**config.mk**
```make
export PLATFORM = sky130hd
export DESIGN_NAME = imem_loader
export DESIGN_NICKNAME = d
export VERILOG_FILES = /design/src/rtl/imem_loader_pkg.sv /design/src/rtl/imem_loader_packer.sv /design/src/rtl/imem_loader.sv
export SDC_FILE = /design/constraint.sdc
export NUM_CORES = 1
export LEC_CHECK = 0
export CAP_MARGIN = 10
export CORE_ASPECT_RATIO = 2
export CORE_MARGIN = 5
export CORE_UTILIZATION = 40
export DETAILED_ROUTE_END_ITERATION = 16
export DONT_BUFFER_PORTS = 1
export PLACE_DENSITY = 0.61
export SLEW_MARGIN = 20
export SYNTH_ARGS = -nofsm -noshare
export SYNTH_HDL_FRONTEND = slang
export SYNTH_SLANG_ARGS = --single-unit
```
**constraint.sdc**
```tcl
create_clock -name clk -period 2.47 [get_ports clk]
set_clock_uncertainty 0.2 [all_clocks]
set_input_delay 0.247 -clock clk [delete_from_list [all_inputs] [get_ports clk]]
set_output_delay 0.247 -clock clk [all_outputs]
set_load 0.02 [all_outputs]
```
**src/rtl/imem_loader_pkg.sv**
```systemverilog
// Shared loader definitions: FSM states and fetch-stage mode codes.
// Fetch decodes mode with the same constants.
package imem_loader_pkg;

    typedef enum logic [2:0] {
        S_IDLE,
        S_LEN,
        S_DATA,
        S_WRITE,
        S_DONE,
        S_ERR
    } state_t;

    localparam logic [1:0] MODE_RUN   = 2'b00;
    localparam logic [1:0] MODE_WRITE = 2'b10;
    localparam logic [1:0] MODE_HOLD  = 2'b11;

    // A frame may not ask for more words than the memory holds.
    function automatic logic len_too_big(
        input logic [15:0] n,
        input int unsigned aw
    );
        return {16'd0, n} > (32'd1 << aw);
    endfunction

endpackage

```
**src/rtl/imem_loader_packer.sv**
```systemverilog
// Little-endian byte packer: four accepted bytes form one 32-bit word.
// word is the word as it would stand after taking the current byte.
module byte_packer (
    input  logic        clk,
    input  logic        rst,
    input  logic        clear,
    input  logic        take,
    input  logic [7:0]  rx_byte,
    output logic [31:0] word,
    output logic        word_full
);

    logic [1:0]  cnt;
    logic [23:0] sr;

    assign word      = {rx_byte, sr};
    assign word_full = take & (cnt == 2'd3);

    always_ff @(posedge clk or negedge rst) begin
        if (!rst) begin
            cnt <= 2'd0;
            sr  <= 24'd0;
        end else if (clear) begin
            cnt <= 2'd0;
            sr  <= 24'd0;
        end else if (take) begin
            cnt <= cnt + 2'd1;
            sr  <= word[31:8];
        end
    end

endmodule

```
**src/rtl/imem_loader.sv**
```systemverilog
// Instruction memory loader: byte stream -> word writes into the fetch stage.
// Holds the core in reset while loading, releases it with mode=RUN.
module imem_loader
    import imem_loader_pkg::*;
#(
    parameter int ADDR_W    = 10,
    parameter int BASE_ADDR = 0
) (
    input  logic            clk,
    input  logic            rst,
    input  logic            load_req,
    input  logic [7:0]      rx_data,
    input  logic            rx_valid,
    output logic            rx_ready,
    output logic [1:0]      mode,
    output logic [31:0]     w_addr,
    output logic [31:0]     in_data,
    output logic            core_rst,
    output logic            busy,
    output logic            done,
    output logic            err,
    output logic [ADDR_W:0] words_loaded
);

    state_t              state;
    logic                len_phase;
    logic [7:0]          len_lo;
    logic [15:0]         len;
    logic [ADDR_W-1:0]   addr;

    logic                xfer;
    logic                take;
    logic                start;
    logic                last;
    logic                word_full;
    logic [31:0]         word;
    logic [15:0]         n_rx;

    assign xfer  = rx_valid & rx_ready;
    assign take  = xfer & (state == S_DATA);
    assign start = load_req &
                   (state == S_IDLE || state == S_DONE || state == S_ERR);
    assign n_rx  = {rx_data, len_lo};
    assign last  = ({{(31 - ADDR_W){1'b0}}, words_loaded} + 32'd1)
                   == {16'd0, len};

    byte_packer u_packer (
        .clk       (clk),
        .rst       (rst),
        .clear     (start | (state == S_WRITE)),
        .take      (take),
        .rx_byte   (rx_data),
        .word      (word),
        .word_full (word_full)
    );

    always_ff @(posedge clk or negedge rst) begin
        if (!rst) begin
            state        <= S_IDLE;
            len_phase    <= 1'b0;
            len_lo       <= 8'd0;
            len          <= 16'd0;
            addr         <= '0;
            rx_ready     <= 1'b0;
            mode         <= MODE_HOLD;
            w_addr       <= 32'd0;
            in_data      <= 32'd0;
            core_rst     <= 1'b1;
            busy         <= 1'b0;
            done         <= 1'b0;
            err          <= 1'b0;
            words_loaded <= '0;
        end else begin
            unique case (state)
                S_IDLE, S_DONE, S_ERR: begin
                    if (start) begin
                        state        <= S_LEN;
                        len_phase    <= 1'b0;
                        rx_ready     <= 1'b1;
                        mode         <= MODE_HOLD;
                        core_rst     <= 1'b1;
                        busy         <= 1'b1;
                        done         <= 1'b0;
                        err          <= 1'b0;
                        words_loaded <= '0;
                    end
                end
                S_LEN: begin
                    if (xfer && !len_phase) begin
                        len_lo    <= rx_data;
                        len_phase <= 1'b1;
                    end else if (xfer) begin
                        len <= n_rx;
                        if (n_rx == 16'd0) begin
                            state    <= S_DONE;
                            rx_ready <= 1'b0;
                            mode     <= MODE_RUN;
                            core_rst <= 1'b0;
                            busy     <= 1'b0;
                            done     <= 1'b1;
                        end else if (len_too_big(n_rx, ADDR_W)) begin
                            state    <= S_ERR;
                            rx_ready <= 1'b0;
                            busy     <= 1'b0;
                            err      <= 1'b1;
                        end else begin
                            state <= S_DATA;
                            addr  <= ADDR_W'(BASE_ADDR);
                        end
                    end
                end
                S_DATA: begin
                    if (word_full) begin
                        state    <= S_WRITE;
                        rx_ready <= 1'b0;
                        mode     <= MODE_WRITE;
                        w_addr   <= {{(32 - ADDR_W){1'b0}}, addr};
                        in_data  <= word;
                    end
                end
                S_WRITE: begin
                    // Single write cycle; address wraps naturally at depth.
                    mode         <= MODE_HOLD;
                    addr         <= addr + 1'b1;
                    words_loaded <= words_loaded + 1'b1;
                    if (last) begin
                        state    <= S_DONE;
                        mode     <= MODE_RUN;
                        core_rst <= 1'b0;
                        busy     <= 1'b0;
                        done     <= 1'b1;
                    end else begin
                        state    <= S_DATA;
                        rx_ready <= 1'b1;
                    end
                end
                default: state <= S_IDLE;
            endcase
        end
    end

endmodule

```
==> results.py, run 1 <==
metrics = {
    "outcome": {
        "status": "complete, but fails checks",
        "violations": "hold timing",
    },
    "detailed_routing": {
        "drtPass1Iterations": 6,
        "via_count": 4164,
        "drcViolationCount": 0,
        "viasPerCell": 5.373,
        "drt-initial-drc-count": 212,
        "wirelength_mm": 14.50,
        "routedWlPerCell_um": 18.71,
        "ant_nets": 0,
    },
    "yosys": {
        "syn_area_sq_mm": 0.005858,
        "async_flop_share": 1.000,
        "yosysSeqAreaShare": 0.5303,
        "synth_cells": 531,
        "synth_enable_flop_cells": 0,
        "synth.avg_cell_area_sq_um": 11.03,
        "yosysWarnings": 0,
        "ys_seq_elements": 124,
        "ys.flop_type": "dfrtp_1",
        "synth_cell_types": 68,
    },
    "critical_path": {
        "start_kind": "flop",
        "r2r_start": "words_loaded[1]",
        "worst_ep_required_time_ns": 2.59,
        "path_class": "reg -> reg",
        "worstPathMaxFanout": 5,
        "slowest_delay_ns": 0.55,
        "arrival_ns": 2.52,
        "endpoint_kind": "flop",
        "cp_cell_sequence": "ha_4, and3_2, a221o_1, o211ai_1, nor2_2, or4_1, o221ai_2",
        "crit_slowest_cell": "or4_1",
        "startpoint": "words_loaded[1]",
    },
    "pwr": {
        "power.density_mw_per_mm2": 960.5,
        "power.total_mw": 6.626,
        "vdd_ir_drop_max_mv": 0.5846,
        "p_leak_nw": 3.121,
    },
    "sta": {
        "worst_slack_ns": 0.07438,
        "holdWs_ns": -0.6735,
        "setup_viol": 0,
        "period_minus_slack_ns": 2.396,
        "drv_slew": 0,
        "slew_headroom": 0.6399,
        "rsz0062_at_grt": "yes",
        "timing.final.crit_share": 0.9699,
        "hold_viol_final": 124,
        "worst_slew_pin_slew_ns": 0.5345,
        "setup_tns_ns": 0,
        "max_freq_mhz": 417.4,
    },
    "finish": {
        "drive_gt1_frac": 0.2230,
        "nNetsFinal": 585,
        "nFillCells": 1294,
        "area_growth_pct": 17.75,
        "n_antenna_cell": 0,
        "fin_util": 0.4806,
    },
    "place": {
        "io_buffer_count": 0,
        "gp_congestion": 0.8050,
        "dp_hpwl_mm": 10.09,
        "dp_slack_ns": 0.02033,
    },
    "clock_tree": {
        "clk_pin_slew_ns": 0.06,
        "clk_root_buffer_cell": "clkbuf_16",
        "cts_num_sinks": 124,
        "cts_htree_levels": 4,
        "cts_tree": "yes",
        "cts_hold_buf": 8,
        "cts_buffer_depth": 2,
        "numCtsBuffers": 17,
        "clk_latency_ns": 0.41,
    },
    "grt": {
        "antenna_found_initial": 0,
        "grt_usage": 0.1735,
        "grt_max_degree": 125,
        "grt_pass1_vias": 4262,
        "grt.overflow.total": 0,
        "grt_pass1_wl_mm": 23.04,
    },
    "floorplan": {
        "core_sq_mm": 0.01435,
        "start_util": 0.4082,
        "die_h_um": 181.1,
        "rows": 62,
        "dieWidth_um": 95.57,
        "dieArea_sq_mm": 0.01731,
        "num_io_pins": 94,
    },
    "min_path": {
        "hp-class": "in -> async",
    },
    "run": {
        "cap_violations": 0,
    },
}
==> per-layer routing <==
layer | part of all wire | track usage | vias up
met2 | 0.55 | 0.3073 | 130
met4 | 0.036 | 0.08609 | 0
met5 | 0 | 0 | -
li1 | - | - | 1917
met1 | 0.36 | 0.1859 | 2078
met3 | 0.054 | 0.04163 | 39
==> layout by cell type, fill, tap and decap left out, types with 7 or more instances in the layout <==
cell type	instances
dlygate4sd3_1	8
mux2_1	40
conb_1	22
buf_4	39
nor3_1	8
o21ai_0	22
mux2_2	26
xor2_1	10
clkbuf_16	17
nor2_1	22
a21oi_1	32
a31oi_1	8
o21ai_1	7
nand2_1	76
nand3_1	7
dfrtp_1	119
==> final timing paths <==
check                             endpoint  slack [ns]  cells past startpoint
min in group clk                   mode[1]        0.03                      4
hold reg to reg                 in_data[5]        0.29                      1
max in group asynchronous  words_loaded[0]        2.52                      0
setup reg to reg                  state[2]        0.07                      7
hold / removal                  in_data[4]       -0.67                      0
setup / recovery                  state[2]        0.07                      7
==> sequential cells by signal, summed over array words and instances, names as in the netlist <==
register      flops
len_lo            8
err               1
words_loaded     11
u_packer.cnt      2
mode              2
busy              1
done              1
len_phase         1
in_data          32
core_rst          1
len              16
rx_ready          1
u_packer.sr      24
w_addr           10
state             3
addr             10
==> cell families after synthesis <==
| kind of cell | share of synthesized area |
|---|---|
| mux | 0.1286 |
| buf+inv | 0.05980 |
| simple gates | 0.1367 |
| other cells | 0.0006401 |
| compound gates | 0.1113 |
| fa+ha+maj | 0.006408 |
| xor+xnor | 0.02627 |
| flops | 0.5303 |
==> critical path: cells and delay by family, from the launching register on <==
kind                       cells  cell delay (ns)
and+or+nand+nor                3             0.85
AOI/OAI and AO/OA              3             0.63
DFF                            1             0.45
adders and majority gates      1             0.18
==> cells in the mapped netlist (6+ instances only) <==
library cell  count  share of area
buf_2             8         0.0068
clkbuf_1         11         0.0070
mux2_2           26          0.050
nor3_1            8         0.0068
inv_1             6         0.0038
xor2_1           10          0.015
a21oi_1          32          0.027
o21ai_0          22          0.019
nand3_1           8         0.0068
nor2_1           23          0.015
o21ai_1           7         0.0060
dfrtp_1         121           0.52
buf_4            24          0.031
a31oi_1           8         0.0085
nand4_1           6         0.0064
mux2_1           40          0.077
nand2_1          76          0.049
==> metrics by stage <==
stage	instances	area, sq um
floorplan	552	5942
global placement	735	6197
detailed placement	735	6197
CTS	775	6855
global route	775	6898
finish	775	6898
==> final cells by class <==
type | count | area, sq um | share of cell area
sequential | 124 | 3109 | 0.4508
timing repair buffer | 49 | 412.9 | 0.05986
multi-input combinational | 372 | 2541 | 0.3684
clock buffer | 18 | 439.2 | 0.06367
inverter | 6 | 22.52 | 0.003265
clock inverter | 14 | 132.6 | 0.01923
tap | 192 | 240.2 | 0.03483
==> power by group <==
group          switching (mW)  leakage (nW)  internal, mW
combinational           0.733          1.21         0.691
sequential              0.415          1.63          2.39
clock                   0.966         0.275          1.43
total                    2.11          3.12          4.51
==> timing repair <==
action                                 in CTS  in global routing
setup endpoints to repair                   1                 11
gates resized for setup                     1                  8
buffers inserted                            0                  0
gates cloned                                0                  0
pin swaps                                   0                  6
endpoints found under the hold margin     156                124
Power figures use the tool's default switching activity.
==> inputs of run 2 (changes only) <==
Settings changed: ABC_AREA from default to 1, SKIP_CTS_REPAIR_TIMING from default to 1.
==> run 2 against run 1 <==
The flow still finishes with violations (hold timing). Clock-buffer cell count shrank 1. Die area shrank 2.2%. Via count up 3.8%. First-iteration DRC count is 3.3% lower. Hold slack improved by 0.0027 ns. Sequential power decreased by 4%. Core utilization is 1.5 points lower. Maximum frequency is 11% higher. Worst setup slack improved by 0.25 ns. Critical path type unchanged. Largest cell class unchanged. Largest power group unchanged. Highest routed layer unchanged.
==> results.py, run 2 <==
metrics = {
    "outcome": {
        "status": "complete, but fails checks",
        "violations": "hold timing",
    },
    "yosys": {
        "yosysSeqAreaShare": 0.5432,
        "synth.avg_cell_area_sq_um": 8.587,
        "syn_area_sq_mm": 0.005719,
        "synth_enable_flop_cells": 0,
        "ys.flop_type": "dfrtp_1",
        "synth_top_area_share": 0.5294,
        "async_flop_share": 1.000,
        "synth_cells": 666,
        "synth_common_cells": "nand2_1, dfrtp_1, inv_1, o21ai_0, nand3_1",
        "synth_cell_types": 34,
        "yosysMostFrequentCell": "nand2_1",
        "yosysTopAreaCell": "dfrtp_1",
        "synthTopCellsByArea": "dfrtp_1, nand2_1, inv_1",
        "ys_seq_elements": 124,
        "yosysWarnings": 0,
    },
    "critical_path": {
        "path_common_cell": "nand2_1",
        "rrSetupSlack_ns": 0.32,
        "crit_slowest_cell": "dfrtp_1",
        "path_class": "reg -> reg",
        "rr_worst_depth": 14,
        "worstPathMaxFanout": 6,
        "startpoint": "words_loaded[0]",
        "arrival_ns": 2.25,
        "slowest_delay_ns": 0.41,
        "worst_ep_required_time_ns": 2.57,
        "start_kind": "flop",
        "worst_r2r_endpoint": "done",
        "endpoint_kind": "flop",
        "cp_cell_sequence": "buf_4, nand3_1, o21ai_0, nand2_1, nand2_1, nand2_1, nor2_1, nand2_1, nor2_1, nand2_1, nand2_2, nand3_1, nand2_1, nand2_1",
        "r2r_start": "words_loaded[0]",
        "crit_end": "done",
    },
    "detailed_routing": {
        "via_count": 4322,
        "drtPass1Iterations": 4,
        "wirelength_mm": 13.23,
        "routedWlPerCell_um": 14.78,
        "drcViolationCount": 0,
        "viasPerCell": 4.829,
        "ant_nets": 0,
        "drt-initial-drc-count": 205,
    },
    "floorplan": {
        "die_h_um": 179.1,
        "core_sq_mm": 0.01420,
        "dieArea_sq_mm": 0.01693,
        "rows": 62,
        "num_io_pins": 94,
        "dieWidth_um": 94.55,
        "start_util": 0.4029,
    },
    "finish": {
        "final_cells": 895,
        "finalInstanceArea_sq_mm": 0.006613,
        "final_cell_mix": "nand2_1, dfrtp_1, inv_1, o21ai_0, nand3_1",
        "top_regs": "in_data: 32 flops, u_packer.sr: 24 flops, len: 16 flops",
        "regMostFlops": "in_data",
        "nNetsFinal": 705,
        "drive_gt1_frac": 0.1095,
        "seq_area_sq_mm": 0.003108,
        "layout_commonest_cell": "nand2_1",
        "area_growth_pct": 15.62,
        "largest_reg_flops": 32,
        "nFillCells": 1371,
        "multi_input_area_sq_mm": 0.002097,
        "n_antenna_cell": 0,
    },
    "grt": {
        "grt_pass1_vias": 4257,
        "grt_max_degree": 125,
        "grt_usage": 0.1636,
        "grt.overflow.total": 0,
        "antenna_found_initial": 0,
        "grt_pass1_wl_mm": 21.39,
    },
    "pwr": {
        "power.density_mw_per_mm2": 958.6,
        "p_leak_nw": 3.109,
        "vdd_ir_drop_max_mv": 0.6155,
    },
    "place": {
        "dp_hpwl_mm": 9.277,
        "io_buffer_count": 0,
        "dp_cells": 854,
        "gp_congestion": 0.8518,
        "placed_cell_area_sq_mm": 0.005922,
        "dp_slack_ns": 0.3045,
    },
    "sta": {
        "rsz0062_at_grt": "no",
        "hold_viol_final": 124,
        "worst_slack_ns": 0.3194,
        "drv_slew": 0,
        "period_minus_slack_ns": 2.151,
        "setup_viol": 0,
        "max_freq_mhz": 465.0,
        "setup_tns_ns": 0,
        "timing.final.crit_share": 0.8707,
        "holdWs_ns": -0.6708,
    },
    "clock_tree": {
        "clk_latency_ns": 0.41,
        "cts_htree_levels": 4,
        "cts_tree": "yes",
        "numCtsBuffers": 17,
        "cts_num_sinks": 124,
        "clk_pin_slew_ns": 0.06,
        "cts_buffer_depth": 2,
        "clk_root_buffer_cell": "clkbuf_16",
    },
    "min_path": {
        "hp-class": "in -> async",
    },
    "run": {
        "cap_violations": 0,
    },
}
## run 2: worst min-delay path by stage
stage	endpoint	slack, ns	depth (start not counted)
finish	words_loaded[6]	-0.67	0
global route	words_loaded[6]	-0.69	0
CTS	len_lo[7]	-0.68	0
detailed placement	words_loaded[9]	-0.24	0
global placement	words_loaded[9]	-0.24	0
floorplan	addr[0]	-0.25	0
## run 2: where the power goes
| part | switching (mW) | leakage [nW] | internal (mW) |
|---|---|---|---|
| combinational | 0.733 | 1.14 | 0.391 |
| sequential | 0.349 | 1.68 | 2.34 |
| clock | 1.00 | 0.294 | 1.52 |
## run 2: cell families after synthesis
group,count (synthesis),share of synthesized area
compound gates,123,0.1175
xor+xnor,10,0.01531
fa+ha+maj,3,0.006564
buf+inv,134,0.1039
flops,124,0.5432
other cells,1,0.0006557
simple gates,271,0.2129
## run 2: cell type report
| type | instances | area share |
|---|---|---|
| Sequential cell | 124 | 0.4700 |
| Multi-Input combinational cell | 429 | 0.3171 |
| Clock buffer | 17 | 0.06433 |
| Inverter | 94 | 0.05336 |
| Tap cell | 192 | 0.03633 |
| Timing Repair Buffer | 24 | 0.03254 |
| Clock inverter | 15 | 0.02630 |
## run 2: metrics by stage
| stage | hold WS (ns) | power (mW) | utilization |
|---|---|---|---|
| floorplan | -0.2486 | 3.581 | - |
| global placement | -0.2437 | 3.810 | 0.4172 |
| detailed placement | -0.2447 | 3.837 | 0.4172 |
| CTS | -0.6825 | 6.386 | 0.4594 |
| global route | -0.6936 | 6.711 | 0.4658 |
| finish | -0.6708 | 6.339 | 0.4658 |
## run 2: per-layer routing
layer | part of all wire | global-route usage | vias to the layer above
li1 | - | - | 2151
met1 | 0.42 | 0.2042 | 2046
met2 | 0.51 | 0.2696 | 108
met3 | 0.060 | 0.04872 | 17
met4 | 0.017 | 0.05422 | 0
met5 | 0 | 0 | -
## run 2: critical path: cells and delay by family, from the launching register on
| kind | cells | cell delay [ns] |
|---|---|---|
| DFF | 1 | 0.41 |
| and+or+nand+nor | 12 | 1.02 |
| AOI/OAI and AO/OA | 1 | 0.24 |
| buffers and inverters | 1 | 0.18 |
